**src/rtl/cpu_mem_pkg.sv**
```systemverilog
// Shared encodings and default widths for the CPU instruction/data memory arbiter.
package cpu_mem_pkg;

  localparam int unsigned ADDR_W_DEF = 32;
  localparam int unsigned DATA_W_DEF = 32;
  localparam int unsigned CNT_W      = 32;

  // One-hot transaction phase of the shared memory port.
  typedef enum logic [2:0] {
    S_IDLE  = 3'b001,
    S_ISSUE = 3'b010,
    S_WAIT  = 3'b100
  } state_e;

  // Which upstream channel owns the transaction in flight.
  typedef enum logic {
    OWN_IF = 1'b0,
    OWN_D  = 1'b1
  } owner_e;

endpackage

```
**src/rtl/cpu_mem_arbiter_rr_arb2.sv**
```systemverilog
// Two-requester round-robin arbiter; req/gnt bit 0 = IF, bit 1 = D.
module rr_arb2
  import cpu_mem_pkg::*;
(
  input  logic       clk,
  input  logic       rst,
  input  logic [1:0] req,
  input  logic       advance,
  output logic [1:0] gnt
);

  owner_e last_q, last_d;

  // On a tie the side that was not granted last time wins.
  always_comb begin
    gnt = req;
    if (req == 2'b11) begin
      gnt = (last_q == OWN_D) ? 2'b01 : 2'b10;
    end
  end

  // Remember the winner only when its request is actually accepted.
  always_comb begin
    last_d = last_q;
    if (advance) begin
      last_d = gnt[1] ? OWN_D : OWN_IF;
    end
  end

  // Last-grant register; resetting to D hands the first tie to IF.
  always_ff @(posedge clk or negedge rst) begin
    if (!rst) begin
      last_q <= OWN_D;
    end else begin
      last_q <= last_d;
    end
  end

endmodule

```
**src/rtl/cpu_mem_arbiter.sv**
```systemverilog
// Shares one memory port between the CPU fetch and data channels, one transaction at a time.
module cpu_mem_arbiter
  import cpu_mem_pkg::*;
#(
  parameter int unsigned ADDR_W = ADDR_W_DEF,
  parameter int unsigned DATA_W = DATA_W_DEF
) (
  input  logic                clk,
  input  logic                rst,
  input  logic                if_req_valid,
  output logic                if_req_ready,
  input  logic [ADDR_W-1:0]   if_req_addr,
  output logic                if_rsp_valid,
  input  logic                if_rsp_ready,
  output logic [DATA_W-1:0]   if_rsp_data,
  input  logic                d_req_valid,
  output logic                d_req_ready,
  input  logic                d_req_wen,
  input  logic [ADDR_W-1:0]   d_req_addr,
  input  logic [DATA_W-1:0]   d_req_wdata,
  input  logic [DATA_W/8-1:0] d_req_wstrb,
  output logic                d_rsp_valid,
  input  logic                d_rsp_ready,
  output logic [DATA_W-1:0]   d_rsp_data,
  output logic                m_req_valid,
  input  logic                m_req_ready,
  output logic                m_req_wen,
  output logic [ADDR_W-1:0]   m_req_addr,
  output logic [DATA_W-1:0]   m_req_wdata,
  output logic [DATA_W/8-1:0] m_req_wstrb,
  input  logic                m_rsp_valid,
  output logic                m_rsp_ready,
  input  logic [DATA_W-1:0]   m_rsp_data,
  output logic [CNT_W-1:0]    cnt_if_grant,
  output logic [CNT_W-1:0]    cnt_d_grant,
  output logic [CNT_W-1:0]    cnt_stall,
  output logic                stray_rsp
);

  localparam int unsigned STRB_W = DATA_W / 8;

  state_e              state_q, state_d;
  owner_e              owner_q, owner_d;
  logic                wen_q, wen_d;
  logic [ADDR_W-1:0]   addr_q, addr_d;
  logic [DATA_W-1:0]   wdata_q, wdata_d;
  logic [STRB_W-1:0]   wstrb_q, wstrb_d;
  logic [CNT_W-1:0]    cnt_if_q, cnt_if_d;
  logic [CNT_W-1:0]    cnt_d_q, cnt_d_d;
  logic [CNT_W-1:0]    cnt_stall_q, cnt_stall_d;
  logic                stray_q, stray_d;

  logic                is_idle;
  logic                accept;
  logic                owner_rsp_ready;
  logic [1:0]          arb_gnt;

  assign is_idle      = (state_q == S_IDLE);
  assign accept       = is_idle & (if_req_valid | d_req_valid);
  assign if_req_ready = is_idle & arb_gnt[0];
  assign d_req_ready  = is_idle & arb_gnt[1];

  rr_arb2 u_arb (
    .clk     (clk),
    .rst     (rst),
    .req     ({d_req_valid, if_req_valid}),
    .advance (accept),
    .gnt     (arb_gnt)
  );

  assign owner_rsp_ready = (owner_q == OWN_IF) ? if_rsp_ready : d_rsp_ready;

  // Transaction FSM, request capture and owner-only response steering.
  always_comb begin
    state_d      = state_q;
    owner_d      = owner_q;
    wen_d        = wen_q;
    addr_d       = addr_q;
    wdata_d      = wdata_q;
    wstrb_d      = wstrb_q;
    m_req_valid  = 1'b0;
    m_rsp_ready  = 1'b1;
    if_rsp_valid = 1'b0;
    d_rsp_valid  = 1'b0;
    if_rsp_data  = '0;
    d_rsp_data   = '0;
    unique case (state_q)
      S_IDLE: begin
        if (accept) begin
          state_d = S_ISSUE;
          if (arb_gnt[0]) begin
            owner_d = OWN_IF;
            wen_d   = 1'b0;
            addr_d  = if_req_addr;
            wdata_d = '0;
            wstrb_d = '0;
          end else begin
            owner_d = OWN_D;
            wen_d   = d_req_wen;
            addr_d  = d_req_addr;
            wdata_d = d_req_wdata;
            wstrb_d = d_req_wstrb;
          end
        end
      end
      S_ISSUE: begin
        m_req_valid = 1'b1;
        if (m_req_ready) begin
          state_d = wen_q ? S_IDLE : S_WAIT;
        end
      end
      S_WAIT: begin
        m_rsp_ready = owner_rsp_ready;
        if (owner_q == OWN_IF) begin
          if_rsp_valid = m_rsp_valid;
          if_rsp_data  = m_rsp_data;
        end else begin
          d_rsp_valid = m_rsp_valid;
          d_rsp_data  = m_rsp_data;
        end
        if (m_rsp_valid && owner_rsp_ready) begin
          state_d = S_IDLE;
        end
      end
      default: state_d = S_IDLE;
    endcase
  end

  // Grant/stall counters and the sticky stray-response flag.
  always_comb begin
    cnt_if_d    = cnt_if_q + CNT_W'(if_req_valid & if_req_ready);
    cnt_d_d     = cnt_d_q + CNT_W'(d_req_valid & d_req_ready);
    cnt_stall_d = cnt_stall_q + CNT_W'((if_req_valid & ~if_req_ready) |
                                       (d_req_valid & ~d_req_ready));
    stray_d     = stray_q | ((state_q != S_WAIT) & m_rsp_valid);
  end

  // State, request register and counters.
  always_ff @(posedge clk or negedge rst) begin
    if (!rst) begin
      state_q     <= S_IDLE;
      owner_q     <= OWN_IF;
      wen_q       <= 1'b0;
      addr_q      <= '0;
      wdata_q     <= '0;
      wstrb_q     <= '0;
      cnt_if_q    <= '0;
      cnt_d_q     <= '0;
      cnt_stall_q <= '0;
      stray_q     <= 1'b0;
    end else begin
      state_q     <= state_d;
      owner_q     <= owner_d;
      wen_q       <= wen_d;
      addr_q      <= addr_d;
      wdata_q     <= wdata_d;
      wstrb_q     <= wstrb_d;
      cnt_if_q    <= cnt_if_d;
      cnt_d_q     <= cnt_d_d;
      cnt_stall_q <= cnt_stall_d;
      stray_q     <= stray_d;
    end
  end

  assign m_req_wen    = wen_q;
  assign m_req_addr   = addr_q;
  assign m_req_wdata  = wdata_q;
  assign m_req_wstrb  = wstrb_q;
  assign cnt_if_grant = cnt_if_q;
  assign cnt_d_grant  = cnt_d_q;
  assign cnt_stall    = cnt_stall_q;
  assign stray_rsp    = stray_q;

endmodule
```
**config.mk**
```make
export PLATFORM = sky130hd
export DESIGN_NAME = cpu_mem_arbiter
export DESIGN_NICKNAME = d
export VERILOG_FILES = /design/src/rtl/cpu_mem_pkg.sv /design/src/rtl/cpu_mem_arbiter_rr_arb2.sv /design/src/rtl/cpu_mem_arbiter.sv
export SDC_FILE = /design/constraint.sdc
export NUM_CORES = 1
export LEC_CHECK = 0
export BUFFER_PORTS_ARGS = -buffer_cell sky130_fd_sc_hd__buf_2
export CORE_AREA = 2 2 149 151
export CTS_BUF_LIST = sky130_fd_sc_hd__clkbuf_16
export CTS_CLUSTER_DIAMETER = 40
export DETAILED_ROUTE_END_ITERATION = 16
export DIE_AREA = 0 0 151 153
export PLACE_DENSITY = 0.65
export SLEW_MARGIN = 30
export SYNTH_ARGS = -nofsm -noshare
export SYNTH_HDL_FRONTEND = slang
export SYNTH_SLANG_ARGS = --single-unit
```
**constraint.sdc**
```tcl
create_clock -name clk -period 3 [get_ports clk]
set_input_delay 0.6 -clock clk [delete_from_list [all_inputs] [get_ports clk]]
set_output_delay 0.6 -clock clk [all_outputs]
set_load 0.1 [all_outputs]
```
**After elaboration in Yosys (flattened, before gate mapping)**

Cells that the tools add are included.

- Word-level logic and storage cells: 62
- Flip-flop bits (word level): 171
- Input bits: 141

- Bitwise gates (word level): 13
- Reductions and logical operators: 3
- Add/sub/neg operators: 3
- Equal/unequal tests: 8
- Multiplexer cells: 24

Operator list:

| cell | count |
|---|---|
| $mux 32 | 6 |
| $add 32x1->32 | 2 |
| $and 1x32->32 | 2 |
| $not 1->32 | 2 |
| $add 32x32->32 | 1 |
| $or 32x32->32 | 1 |
| $mux 3 | 4 |
| $mux 1 | 10 |
| $pmux 3 s3 | 1 |
| $and 1x1->1 | 6 |
| $mux 2 | 2 |
| $mux 4 | 1 |
| $ne 2x2->1 const B | 2 |
| $eq 3x1->1 const B | 1 |
| $eq 3x2->1 const B | 1 |
| $eq 3x3->1 const B | 1 |
| $ne 3x3->1 const B | 1 |
| $reduce_and 3->1 | 1 |
| $eq 2x2->1 const B | 1 |
| $ne 2x1->1 const B | 1 |
| $or 1x1->1 | 2 |
| $reduce_and 2->1 | 1 |
| $logic_and 1x1->1 | 1 |

**Depth between registers and ports, before layout**

Gate-level depths: netlist of run 1.

- Depth in word-level cells: 7
- Depth in mapped cells: 12
- Depth with buffers taken out: 10

**Modules after synthesis**

A second synthesis of run 1 with hierarchy kept.

- Cell total of the unflattened synthesis: 779
- Area total of the unflattened synthesis: 8,052.7 um^2

Modules (own cells, without submodules):

| module | times used | area an instance (um^2) | cells each |
|---|---|---|---|
| cpu_mem_arbiter | 1 | 7,988.9 | 774 |
| rr_arb2 | 1 | 63.8 | 5 |

**Worst setup path before layout of run 1**

Ideal clock, no wire load.

- Path type: in2out
- Start point: input port d_req_valid
- End point: output port if_req_ready
- Data required time: 2.400 ns
- Cell stages on the path: 5
- Path slack: -0.903 ns
- Path buffers: 2
- Arrival time: 3.303 ns
- Path through: inv_1 -> o21ai_0 -> buf_2 -> buf_2 -> nor3b_1

- Longest elaborated chain between the ends: 3

Ends and longest elaborated chain:

| item | line | RTL |
|---|---|---|
| start: declaration | cpu_mem_arbiter.sv:16 | `input logic d_req_valid,` |
| $eq 2x2->1 | cpu_mem_arbiter_rr_arb2.sv:17 | `if (req == 2'b11) begin` |
| $mux 2 | cpu_mem_arbiter_rr_arb2.sv:17 |  |
| $and 1x1->1 | cpu_mem_arbiter.sv:60 | `assign if_req_ready = is_idle & arb_gnt[0];` |
| end: declaration | cpu_mem_arbiter.sv:11 | `output logic if_req_ready,` |

No other way between the ends.

**Worst setup path after layout of run 1**

- Start point: register state_q[0]
- End point: register cnt_d_q[22] (netlist: cnt_d_grant[22])

- Longest elaborated chain between the ends: 4

Ends and longest elaborated chain:

| item | line | RTL |
|---|---|---|
| start: declaration | cpu_mem_arbiter.sv:42 | `state_e state_q, state_d;` |
| start signal: assignment | cpu_mem_arbiter.sv:152 | `state_q <= state_d;` |
| $eq 3x1->1 | cpu_mem_arbiter.sv:58 | `assign is_idle = (state_q == S_IDLE);` |
| $and 1x1->1 | cpu_mem_arbiter.sv:61 | `assign d_req_ready = is_idle & arb_gnt[1];` |
| $and 1x1->1 | cpu_mem_arbiter.sv:132 | `cnt_d_d = cnt_d_q + CNT_W'(d_req_valid & d_req_ready);` |
| $add 32x1->32 | cpu_mem_arbiter.sv:132 |  |
| named net cnt_d_d[22] | cpu_mem_arbiter.sv:49 | `logic [CNT_W-1:0] cnt_d_q, cnt_d_d;` |
| end signal: assignment | cpu_mem_arbiter.sv:159 | `cnt_d_q <= cnt_d_d;` |
| end: declaration | cpu_mem_arbiter.sv:49 |  |

The timed path passes the listed nets, and every way through them passes these cells.
A chain may end at the register's enable or synchronous reset.

==> results.yml, run 1 <==
global_route:
  overflow: 0
  grt_pass1_vias: 6389
  grt_max_degree: 100
  grt_util_all_layers_pct: 19.1
  grt_pass1_wl_um: 34400
  antenna_found_initial: 0
power:
  seqPwrFrac_pct: 26.9
  p_int_uw: 5360
  p_leak_uw: 0.00605
  power.switching_uw: 6600
  max-vdd-ir-drop_mv: 1.09
  p_clk_share_pct: 19.1
  power_frac_comb_pct: 54.0
  power.density_nw_per_um2: 1050
  netSwitchingFraction_pct: 55.2
cts:
  cts.repair.resized: 0
  cts_buffer_depth: 2
  cts_sinks: 171
  post_cts_buffers: 0
  clk-insertion-delay-late_ns: 0.42
  hold_buffers: 0
  cts_inserted_buffers: 17
  clk_transition_reported_paths_ns: 0.07
  htreeDepth: 4
  cts_tree: "yes"
  cts_root_buf: "clkbuf_16"
setup_path:
  end_kind: "register"
  path_cells: "nor2b_1 > and2b_1 > and3_1 > ha_1 > ha_1 > nand3_1 > nor4_4 > and2b_2 > nand4_1 > xnor2_1"
  slowest_delay_ns: 0.53
  critPathKind: "register to register"
  worstPathMaxFanout: 6
  critPathSlowestCell: "dfstp_2"
  startpoint_type: "register"
  crit_required_ns: 3.30
  cp_common_cell: "ha_1"
  crit_arrival_ns: 3.01
timing:
  finalCriticalPeriod_ns: 2.71
  tightestPinTransition_ns: 0.645
  fmax_mhz: 368
  hold_violations: 0
  slew_headroom_pct: 57.0
  finalWorstSetupSlack_ns: 0.286
  slew_viol_final: 0
  rsz0062_at_grt: "false"
  fin_skew_ns: 0.0150
  fin_crit_sh_pct: 90.5
  setup_violations: 0
  tns_ns: 0
synth:
  synth_top_cell_by_area: "dfrtp_1"
  avgSynthCellArea_um2: 11.3
  yosys-top-cells-area: "dfrtp_1, xnor2_1, mux2i_1"
  synth_top_area_share_pct: 54.6
  synth-edff-count: 0
  synth_nets: 835
  ys_types: 41
  ys_ff_latch: 171
  syn_area_um2: 7750
  yosys_warnings: 0
  ys_seq_area_share_pct: 55.2
  async_flop_share_pct: 100
  synth_cells: 687
  ys.flop_type: "dfrtp_1"
finish:
  drive_gt1_share_pct: 41.3
  multi_input_area_um2: 3310
  layout_commonest_cell: "buf_2"
  layout_common_cells: "buf_2, dfrtp_1, xnor2_1, nor2_1, buf_12"
  num-nets-final: 1212
  diodes: 0
  regArea_um2: 4280
  area_growth_pct: 46.7
  fillCellCount: 1919
  fin_cells: 1357
placed_design:
  place_worst_setup_slack_ns: 0.131
  gp_congestion: 0.804
  place_inst: 1325
  hpwl_um: 17100
  io_buffers: 376
detailed_routing:
  drc: 0
  drt_iter0_markers: 290
  drtPass1Iterations: 5
  wire_per_inst_um: 16.4
  vias_per_cell: 4.84
  wirelength_um: 22200
  dr_total_vias: 6562
  ant_nets: 0
floorplan:
  row_count: 54
  fp.coreArea_um2: 21500
  dieHeight_um: 153
  die_area_um2: 23100
  die_width_um: 151
  start_util_pct: 36.1
  ios: 377
min_path:
  hold_path_class: "input port to asynchronous set/reset pin"
job:
  drv_cap: 0
outcome:
  status: "finished clean"
[kinds of logic (layout without fill, tap and decap cells)]
| kind of cell | count (synthesis) | after routing | share of synthesized area, % |
|---|---|---|---|
| flip-flops | 171 | 171 | 55.2 |
| multiplexers | 33 | 33 | 4.26 |
| XOR/XNOR | 90 | 90 | 10.2 |
| adder cells (fa/ha/maj) | 7 | 7 | 1.13 |
| buffers and inverters | 39 | 429 | 2.29 |
| AND/OR/NAND/NOR | 267 | 267 | 19.7 |
| AO/OA/AOI/OAI | 80 | 80 | 7.17 |
[sequential cells by signal, indices dropped and copies added (netlist names)]
register      flops
cnt_d_grant      32
cnt_if_grant     32
cnt_stall        32
m_req_addr       32
m_req_wdata      32
m_req_wstrb       4
state_q           3
m_req_wen         1
owner_q           1
stray_rsp         1
u_arb.last_q      1
[critical path: cells and delay by family (launching register included)]
kind	cells	cell delay (ns)
xor gates and xnor gates	1	0.14
adders and majority gates	2	0.41
DFF	1	0.53
and+or+nand+nor	7	1.51
[final cells by class]
cell class,instances,share of cell area [%]
Timing Repair Buffer,392,24.6
Sequential cell,171,37.6
Clock inverter,15,1.64
Multi-Input combinational cell,477,29.1
Tap cell,280,3.08
Inverter,5,0.165
Clock buffer,17,3.74
[synth_stat cells, types with 2 or more instances]
cell type    n
xor2_1      23
a21o_1       4
clkbuf_1    17
a21oi_1     34
xnor2_1     67
ha_1         7
nand3_1     37
nand2_1     36
buf_2       13
dfrtp_1    169
nor4_4       3
inv_1        5
nor2_1      54
nand4_2      3
and3_1      47
nand4_1     19
nor2b_1      3
o21ai_0      3
and2b_1      2
nor3b_1      2
buf_4        4
dfstp_2      2
nand3_2      2
or2_2        2
and3b_1      2
and2_1      36
nor4_2       2
a22o_1      37
mux2i_1     33
and4_1       8
[worst paths after layout]
path	start	endpoint	slack (ns)	cells after the start
worst max-delay path	state_q[0]	cnt_d_grant[22]	0.29	10
worst min-delay path	rst	cnt_stall[21]	0.05	1
worst max register to register	state_q[0]	cnt_d_grant[22]	0.29	10
worst min register to register	stray_rsp	stray_rsp	0.46	1
max in group asynchronous	rst	m_req_wdata[20]	2.15	2
min in group clk	m_req_ready	state_q[1]	0.40	2
[power by group through the flow]
| stage | Clock, µW | Combinational [µW] | Sequential (µW) |
|---|---|---|---|
| after global placement | 0 | 6450 | 3230 |
| after global routing | 2450 | 6740 | 3290 |
| after detailed placement | 0 | 6520 | 3240 |
| final | 2290 | 6450 | 3220 |
| after CTS | 2350 | 6510 | 3220 |
| after floorplan | 0 | 1660 | 6780 |
[metal layers]
metal	up-vias	part of all wire (%)	GRT usage [%]	wire, µm
met5	-	0	0	0
met2	258	49	31.0	10800
li1	3154	-	-	-
met4	0	1.5	5.56	344
met3	22	7.6	4.75	1690
met1	3128	42	25.4	9350
[through the flow]
| stage | area, µm² | utilization (%) | power [µW] | hold slack, ns |
|---|---|---|---|---|
| after floorplan | 7750 | - | 8430 | 0.304 |
| after global placement | 10800 | 50.1 | 9690 | 0.436 |
| after detailed placement | 10800 | 50.1 | 9770 | 0.447 |
| after CTS | 11400 | 52.9 | 12100 | 0.0368 |
| after global routing | 11400 | 52.9 | 12500 | 0.0466 |
| final | 11400 | 52.9 | 12000 | 0.0481 |
Note: power is estimated with default switching activity, not from simulation.
==> run 2: changes to the inputs <==
--- a/config.mk
+++ b/config.mk
@@ -6,13 +6,14 @@
 export NUM_CORES = 1
 export LEC_CHECK = 0
 export BUFFER_PORTS_ARGS = -buffer_cell sky130_fd_sc_hd__buf_2
-export CORE_AREA = 2 2 149 151
+export CORE_AREA = 2 2 147 149
 export CTS_BUF_LIST = sky130_fd_sc_hd__clkbuf_16
 export CTS_CLUSTER_DIAMETER = 40
 export DETAILED_ROUTE_END_ITERATION = 16
-export DIE_AREA = 0 0 151 153
-export PLACE_DENSITY = 0.65
+export DIE_AREA = 0 0 149 151
+export PLACE_DENSITY = 0.68
 export SLEW_MARGIN = 30
 export SYNTH_ARGS = -nofsm -noshare
 export SYNTH_HDL_FRONTEND = slang
+export SYNTH_HIERARCHICAL = 1
 export SYNTH_SLANG_ARGS = --single-unit
==> results.yml, run 2 <==
outcome:
  status: "finished clean"
cts:
  clk_transition_reported_paths_ns: 0.07
  cts_tree: "yes"
  htreeDepth: 4
  post_cts_buffers: 0
  cts_sinks: 171
  cts_inserted_buffers: 17
  cts_buffer_depth: 2
  cts_root_buf: "clkbuf_16"
  clk-insertion-delay-late_ns: 0.42
detailed_routing:
  drt_iter0_markers: 299
  ant_nets: 0
  drtPass1Iterations: 5
  vias_per_cell: 4.82
  wirelength_um: 23500
  dr_total_vias: 6946
  wire_per_inst_um: 16.3
  drc: 0
power:
  netSwitchingFraction_pct: 56.2
  power.switching_uw: 6510
  p_clk_share_pct: 18.9
  p_leak_uw: 0.00597
  p_total_uw: 11600
  power.density_nw_per_um2: 1020
  max-vdd-ir-drop_mv: 0.802
  p_int_uw: 5070
  power_frac_comb_pct: 53.1
  seqPwrFrac_pct: 28.0
synth:
  async_flop_share_pct: 100
  synthMuxAreaShare_pct: 4.41
  ys_types: 40
  synth_top_area_share_pct: 52.5
  synth-edff-count: 0
  yosys_warnings: 6
  synth_nets: 926
  synth_top_family_by_area: "simple AND/OR/NAND/NOR gates"
  synth_top_cell_by_area: "dfrtp_1"
  ys_ff_latch: 171
  synthTopCellsByCount: "dfrtp_1, nand2_1, xnor2_1, and2_1, nand3_1"
  yosys.area_share.simple_pct: 26.5
  synth-compound-area-share_pct: 2.83
  ys.flop_type: "dfrtp_1"
  ys_seq_area_share_pct: 53.2
  synth_most_common_cell: "dfrtp_1"
  synth_xor_area_share_pct: 9.79
  yosys-top-cells-area: "dfrtp_1, xnor2_1, nand2_1"
  synth_cells: 779
  synthAdderAreaFrac_pct: 0.932
  avgSynthCellArea_um2: 10.3
  syn_area_um2: 8050
global_route:
  grt_pass1_wl_um: 36200
  grt_max_degree: 104
  overflow: 0
  met3_usage_pct: 5.48
  antenna_found_initial: 3
  grt_pass1_vias: 6727
  grtUsageMet2_pct: 32.1
  met1_usage_pct: 27.9
  grt.busiest_layer: "met2"
  grt_util_all_layers_pct: 20.6
finish:
  area_growth_pct: 41.5
  num-nets-final: 1300
  final_cell_area_um2: 11400
  drive_gt1_share_pct: 37.5
  layout_common_cells: "buf_2, dfrtp_1, nand2_1, xnor2_1, and2_1"
  layout_commonest_cell: "buf_2"
  diodes: 0
placed_design:
  place_worst_setup_slack_ns: 0.0438
  dpl-instance-area_um2: 10800
  hpwl_um: 18000
  io_buffers: 376
  gp_congestion: 0.838
floorplan:
  die_width_um: 149
  ios: 377
  fp.coreArea_um2: 20800
  start_util_pct: 38.7
  dieHeight_um: 151
  die_area_um2: 22500
  row_count: 53
setup_path:
  startpoint_type: "register"
  end_kind: "primary output"
  crit_required_ns: 2.40
  worstPathMaxFanout: 33
  critPathKind: "register to primary output"
  crit_arrival_ns: 2.24
timing:
  setup_violations: 0
  fin_skew_ns: 0.0124
  finalWorstSetupSlack_ns: 0.158
  finalCriticalPeriod_ns: 2.84
  fmax_mhz: 352
  tns_ns: 0
  slew_viol_final: 0
  slew_headroom_pct: 36.0
  tightestPinTransition_ns: 0.952
  rsz0062_at_grt: "false"
  fin_crit_sh_pct: 94.7
  hold_violations: 0
min_path:
  hold_path_class: "input port to register"
job:
  drv_cap: 0
==> run 2: cell types whose count changed after synthesis, sizes merged, moves of 7 or more <==
cell    before  now
a22o        37    0
nand3       39   48
nand3b       0   38
and3        48   16
nand4       22   38
inv          5   12
a21oi       34    0
nor2        54   25
and2        37   73
nand2       36  127
o21ai        3   34
==> run 2: what timing repair did <==
item | in CTS | in global routing
endpoints found under the hold margin | 11 | 0
hold buffers | 1 | 0
gates resized for setup | 0 | 2
setup endpoints to repair | 0 | 5
==> run 2: per-layer routing <==
metal	wire length, µm	up-vias
li1	-	3385
met1	9870	3278
met2	11400	251
met3	1630	28
met4	611	4
met5	24	-
==> run 2: cell families after synthesis <==
kind of cell	Yosys count
AND/OR/NAND/NOR	391
flip-flops	171
XOR/XNOR	90
buffers and inverters	45
AO/OA/AOI/OAI	41
multiplexers	35
adder cells (fa/ha/maj)	6
==> run 2: power by group through the flow <==
stage	clock network (µW)	logic, µW	registers [µW]
final	2180	6150	3240
after global placement	0	6160	3250
after CTS	2250	6200	3250
after global routing	2350	6420	3330
after floorplan	0	1310	6930
after detailed placement	0	6210	3270
==> run 2: cell type report <==
class,count,area (µm²)
fillers,1888,9430
clock inverters,15,164
multi-input cells,563,3620
repair buffers,388,2510
well taps,275,344
clock buffers,17,425
flip-flops and latches,171,4280
inverters,12,45.0
==> run 2: through the flow <==
stage          std cells  hold slack [ns]  utilization (%)
6_report            1441            0.403             54.7
5_1_grt             1441            0.392             54.7
4_1_cts             1441            0.381             54.7
3_5_place_dp        1408            0.429             51.8
3_3_place_gp        1408            0.431             51.8
2_1_floorplan        779            0.304                -
==> run 2: critical path, cell delays in order, from the launching register on <==
cell and delay (ns):
dfrtp_1 0.43, nor2_1 0.24, and3_1 0.19, buf_4 0.28, and2_1 0.24, buf_2 0.45
==> run 2: final timing paths <==
kind	startpoint	end	slack, ns	cells after the start
max	state_q[1]	d_rsp_data[22]	0.16	5
min in group asynchronous	rst	cnt_stall[11]	0.57	2
max reg2reg	state_q[0]	cnt_if_grant[26]	0.28	8
max in group asynchronous	rst	u_arb/last_q	1.72	3
min reg2reg	stray_rsp	stray_rsp	0.46	1
min	d_req_wdata[12]	m_req_wdata[12]	0.40	3
